[src/rtl/symbol_packer.sv]
// symbol_packer: assembles four 2-bit UART symbols MSB-first into a byte
// and queues completed bytes in a small first-word-fall-through FIFO.
module symbol_packer #(
  parameter int FIFO_DEPTH     = 4,
  parameter int TIMEOUT_CYCLES = 52080
) (
  input  logic                          clk,
  input  logic                          rst,
  input  logic [1:0]                    sym_in,
  input  logic                          sym_valid,
  output logic [7:0]                    byte_out,
  output logic                          byte_valid,
  input  logic                          byte_ready,
  output logic [$clog2(FIFO_DEPTH):0]   fifo_count,
  output logic                          overflow_err,
  output logic                          timeout_err
);

  localparam int AW = $clog2(FIFO_DEPTH);
  localparam int CW = AW + 1;
  localparam int TW = $clog2(TIMEOUT_CYCLES + 1);

  typedef enum logic {
    IDLE,
    COLLECT
  } state_t;

  state_t          r_state;
  logic [1:0]      r_idx;
  logic [5:0]      r_asm;
  logic [TW-1:0]   r_tmo;
  logic            r_terr;

  logic [7:0]      r_mem [FIFO_DEPTH];
  logic [AW-1:0]   r_wptr;
  logic [AW-1:0]   r_rptr;
  logic [CW-1:0]   r_count;
  logic            r_oerr;

  logic            w_push;
  logic [7:0]      w_byte;
  logic            w_full;
  logic            w_pop;
  logic            w_wr;
  logic            w_expire;

  // Byte completes on the 4th symbol; the last symbol lands directly in [1:0]
  assign w_push   = sym_valid && (r_state == COLLECT) && (r_idx == 2'd3);
  assign w_byte   = {r_asm, sym_in};
  assign w_expire = (r_tmo == TW'(TIMEOUT_CYCLES - 1));

  // FIFO handshake: a pop is only real when data is held
  assign w_full = (r_count == CW'(FIFO_DEPTH));
  assign w_pop  = byte_ready && (r_count != '0);
  assign w_wr   = w_push && (!w_full || w_pop);

  assign byte_valid   = (r_count != '0);
  assign byte_out     = byte_valid ? r_mem[r_rptr] : 8'h00;
  assign fifo_count   = r_count;
  assign overflow_err = r_oerr;
  assign timeout_err  = r_terr;

  // Symbol collection FSM with idle timeout; a symbol always beats expiry
  always_ff @(posedge clk or posedge rst) begin
    if (rst) begin
      r_state <= IDLE;
      r_idx   <= 2'd0;
      r_asm   <= 6'd0;
      r_tmo   <= '0;
      r_terr  <= 1'b0;
    end else begin
      r_terr <= 1'b0;
      case (r_state)
        IDLE: begin
          r_tmo <= '0;
          if (sym_valid) begin
            r_asm   <= {sym_in, 4'b0000};
            r_idx   <= 2'd1;
            r_state <= COLLECT;
          end
        end
        COLLECT: begin
          if (sym_valid) begin
            r_tmo <= '0;
            case (r_idx)
              2'd1: begin
                r_asm[3:2] <= sym_in;
                r_idx      <= 2'd2;
              end
              2'd2: begin
                r_asm[1:0] <= sym_in;
                r_idx      <= 2'd3;
              end
              default: begin
                r_asm   <= 6'd0;
                r_idx   <= 2'd0;
                r_state <= IDLE;
              end
            endcase
          end else if (w_expire) begin
            r_asm   <= 6'd0;
            r_idx   <= 2'd0;
            r_tmo   <= '0;
            r_terr  <= 1'b1;
            r_state <= IDLE;
          end else begin
            r_tmo <= r_tmo + TW'(1);
          end
        end
        default: begin
          r_state <= IDLE;
        end
      endcase
    end
  end

  // Byte FIFO: simultaneous push and pop always both succeed, even when full
  always_ff @(posedge clk or posedge rst) begin
    if (rst) begin
      for (int i = 0; i < FIFO_DEPTH; i++) begin
        r_mem[i] <= 8'h00;
      end
      r_wptr  <= '0;
      r_rptr  <= '0;
      r_count <= '0;
      r_oerr  <= 1'b0;
    end else begin
      r_oerr <= w_push && w_full && !w_pop;
      if (w_wr) begin
        r_mem[r_wptr] <= w_byte;
        r_wptr        <= r_wptr + AW'(1);
      end
      if (w_pop) begin
        r_rptr <= r_rptr + AW'(1);
      end
      if (w_wr && !w_pop) begin
        r_count <= r_count + CW'(1);
      end else if (w_pop && !w_wr) begin
        r_count <= r_count - CW'(1);
      end
    end
  end

endmodule

[config.mk]
export PLATFORM = sky130hd
export DESIGN_NAME = symbol_packer
export DESIGN_NICKNAME = d
export VERILOG_FILES = /design/src/rtl/symbol_packer.sv
export SDC_FILE = /design/constraint.sdc
export NUM_CORES = 1
export LEC_CHECK = 0
export ABC_AREA = 1
export BUFFER_PORTS_ARGS = -buffer_cell sky130_fd_sc_hd__buf_2
export CORE_ASPECT_RATIO = 1.1
export CORE_MARGIN = 5
export CORE_UTILIZATION = 55
export DETAILED_ROUTE_END_ITERATION = 8
export PLACE_DENSITY = 0.76
export SYNTH_ARGS = -nofsm -noshare
export SYNTH_HDL_FRONTEND = slang
export SYNTH_SLANG_ARGS = --single-unit
export TNS_END_PERCENT = 5
[constraint.sdc]
create_clock -name clk -period 2.1 [get_ports clk]
set_input_delay 0.525 -clock clk [delete_from_list [all_inputs] [get_ports clk]]
set_output_delay 0.525 -clock clk [all_outputs]
set_load 0.005 [all_outputs]
==> metrics <==
Post-Route WL around 6.7 mm; Static Leak 0.00192 uW; CTS tree yes; Core Box Area ~6000 um2; residual DRC count 0; starting density of the core a little under three fifths; io pins 20; Tot GR Track Use 19.1%; Worst-path clk slew ~0.070 ns; sequential power share about two fifths; Die H roughly 93 um; Yosys warnings 0; num rows 30; max-capacitance violation count 0; Peak Freq a little under 0.5 GHz; design area about 3800 um2; setup violators final 0; vias per std cell roughly 5.2; Num CTS Buffers 9; clk root buf clkbuf_8; largest fanout on the critical path 3; GR Util met1 between 20% and 30%; Clk network pwr share 23.5%; Period minus WS final 2.03 ns; CTS Sinks 66; vias in the first global route around 2.7k; Area Growth Syn to Fin 10.9%; Antenna diodes 0; Die Span X 85.1 um; half-perimeter wire length after placement approximately 4.6 mm; Routability Congestion approximately 0.81; hold slack about 0.26 ns; RSZ-0062 raised after global routing yes; Setup WS pre-CTS -0.0404 ns; Max clock buf depth 2; H-tree Lvls 3; initial antenna violation count 0; CP Capture Type flop; syn avg cell area approximately 8.4 um2; Slew headroom about three quarters; P_int 2760 uW; #FFs+latches synth 66; WP data arrival between 2 and 2.5 ns; crit path kind reg -> reg; Layout Nets approximately 450; outcome completed; ANT nets after route 0; share of cells above drive strength 1 roughly 14%; slowest stage delay, CP ~0.44 ns; Syn Nets ~420; Final Worst Setup Slack ~0.07 ns; clock skew approximately 0.0073 ns; WP data required about 2.3 ns; Final Hold Viols 0; Combinational Power Share between 30% and 40%; dpl cell area ~3600 um2; worst hold-check path type in -> async; Pwr per Cell Area roughly 1200 nW/um2; worst-path cell with the longest stage delay fa_2; Max IR drop VDD approximately 0.7 mV; cts-stage hold buffer count 0; via count 2,660; synthesized area roughly 3400 um2; Port Buffers 19; GR Util met3 under 10%; TritonRoute pass-1 iters 5; ratio of final minimum period to clock period a little over nine tenths; cell mode on critical path inv_1; clock latency at the later pin of the worst-skew pair around 0.34 ns; first-pass GRT wire length between 10 and 15 mm; die footprint 7880 um2; register area share after synthesis about half; total gr overflow 0; GRT met2 Usage a little under a third; Unique masters post-synth 31; largest net degree at the start of global routing between 60 and 70; cell count after synthesis 407; Worst setup SP type flop; DRT iter0 DRCs 100; Sw Ratio a little under two fifths; post-DR wirelength/cell 13.1 um; Psw between 1500 and 2000 uW; worst path cell trace ha_1 > inv_1 > nor2_8 > nand2_8 > inv_1 > ha_1 > inv_1 > fa_2 > mux2_2; GRT Max-Usage Layer met2; fin. max-slew vios 0; measured slew at the worst slew-check pin between 0.3 and 0.4 ns
[layer usage]
metal	up-vias	part of all wire, %	routed length [um]
met5	-	0	0
met4	0	1.2	81
met3	10	4.2	285
met2	46	51	3410
met1	1265	44	2970
li1	1339	-	-
[worst max-delay path, delay by kind of cell (launching register included)]
kind                       cells  cell delay (ns)
adders and majority gates      3             0.81
buffers and inverters          3             0.30
DFF                            1             0.40
muxes                          1             0.27
and+or+nand+nor                2             0.14
[logic make-up (layout without fill, tap and decap cells)]
kind of cell	Yosys count	in the layout	share of synthesized area, %
and+or+nand+nor	179	179	24.1
adders and majority gates	10	10	3.89
AOI/OAI and AO/OA	78	78	12.8
muxes	1	1	0.330
buffers and inverters	66	94	8.65
DFF	66	66	48.4
xor gates and xnor gates	7	7	1.80
[sequential cells by signal (all words and copies together), names as in the netlist]
signal,count
r_idx,2
r_wptr,2
overflow_err,1
r_rptr,2
r_asm,6
r_tmo,16
r_state,1
fifo_count,3
r_mem,32
timeout_err,1
[cell usage in the layout (no fill, tap or decap), drive strengths merged, types with 7 or more instances in the layout]
cell type / synthesis / final
o21ai: 41 / 41
nand2: 106 / 106
o211ai: 8 / 8
buf: 8 / 26
nand3: 13 / 13
nor2: 52 / 52
ha: 9 / 9
nor3: 7 / 7
a21oi: 23 / 23
dfrtp: 66 / 66
inv: 53 / 52
clkbuf: 5 / 12
[synth_stat cells]
library cell,n,area (um2)
ha_1,9,113
nand3_1,13,65.1
nand4_1,1,6.26
inv_1,52,195
nor2_1,44,165
inv_2,1,3.75
nand2_8,1,20.0
nand2_2,2,12.5
a31oi_1,2,12.5
nand2_4,1,11.3
a21oi_1,23,115
nor2_2,1,6.26
buf_8,1,15.0
nor3_1,6,30.0
nor3_2,1,10.0
dfrtp_1,66,1650
xor2_1,4,35.0
o21a_1,4,30.0
buf_2,2,10.0
clkbuf_1,5,18.8
nand2_1,102,383
nor2_4,3,33.8
o21ai_0,37,185
o211ai_1,8,60.1
o21ai_2,4,35.0
xnor2_1,3,26.3
buf_4,1,7.51
mux2_2,1,11.3
nor2_8,4,80.1
fa_1,1,20.0
buf_6,4,45.0
[cell type report]
class                      count  area [um2]
clock buffer                  12         145
tap                           80         100
multi-input combinational    275        1470
clock inverter                 3        40.0
timing repair buffer          26         173
sequential                    66        1650
fill                         527        2330
inverter                      53         203
[what timing repair did]
| item | CTS | global route |
|---|---|---|
| endpoints found under the setup margin | 2 | 10 |
| hold endpoints to repair | 0 | 0 |
| gates resized for setup | 2 | 2 |
| setup buffers | 0 | 2 |
[per-stage QoR]
step	cells	utilization [%]	total power (uW)	setup TNS, ns
finish	515	61.9	4380	0
global route	515	61.9	4710	-0.0266
CTS	513	61.5	4380	0
detailed placement	498	58.5	3330	-0.0495
global placement	498	58.5	3250	0
floorplan	407	-	2860	0
[final timing paths]
kind	start	end	slack, ns	cells after the start
min reg2reg	r_tmo[0]	r_tmo[0]	0.47	1
max reg2reg	r_idx[0]	fifo_count[1]	0.07	9
min	rst	r_idx[1]	0.26	3
min in group clk	sym_in[0]	r_mem[16]	0.46	3
max in group asynchronous	rst	r_rptr[1]	1.53	3
max	r_idx[0]	fifo_count[1]	0.07	9
[power groups by stage]
stage          combinational [uW]  clock, uW  sequential [uW]
6_report                     1520       1030             1830
5_1_grt                      1720       1130             1870
4_1_cts                      1490       1050             1830
3_5_place_dp                 1470          0             1850
3_3_place_gp                 1420          0             1830
2_1_floorplan                1110          0             1750
Power figures use the tool's default switching activity.
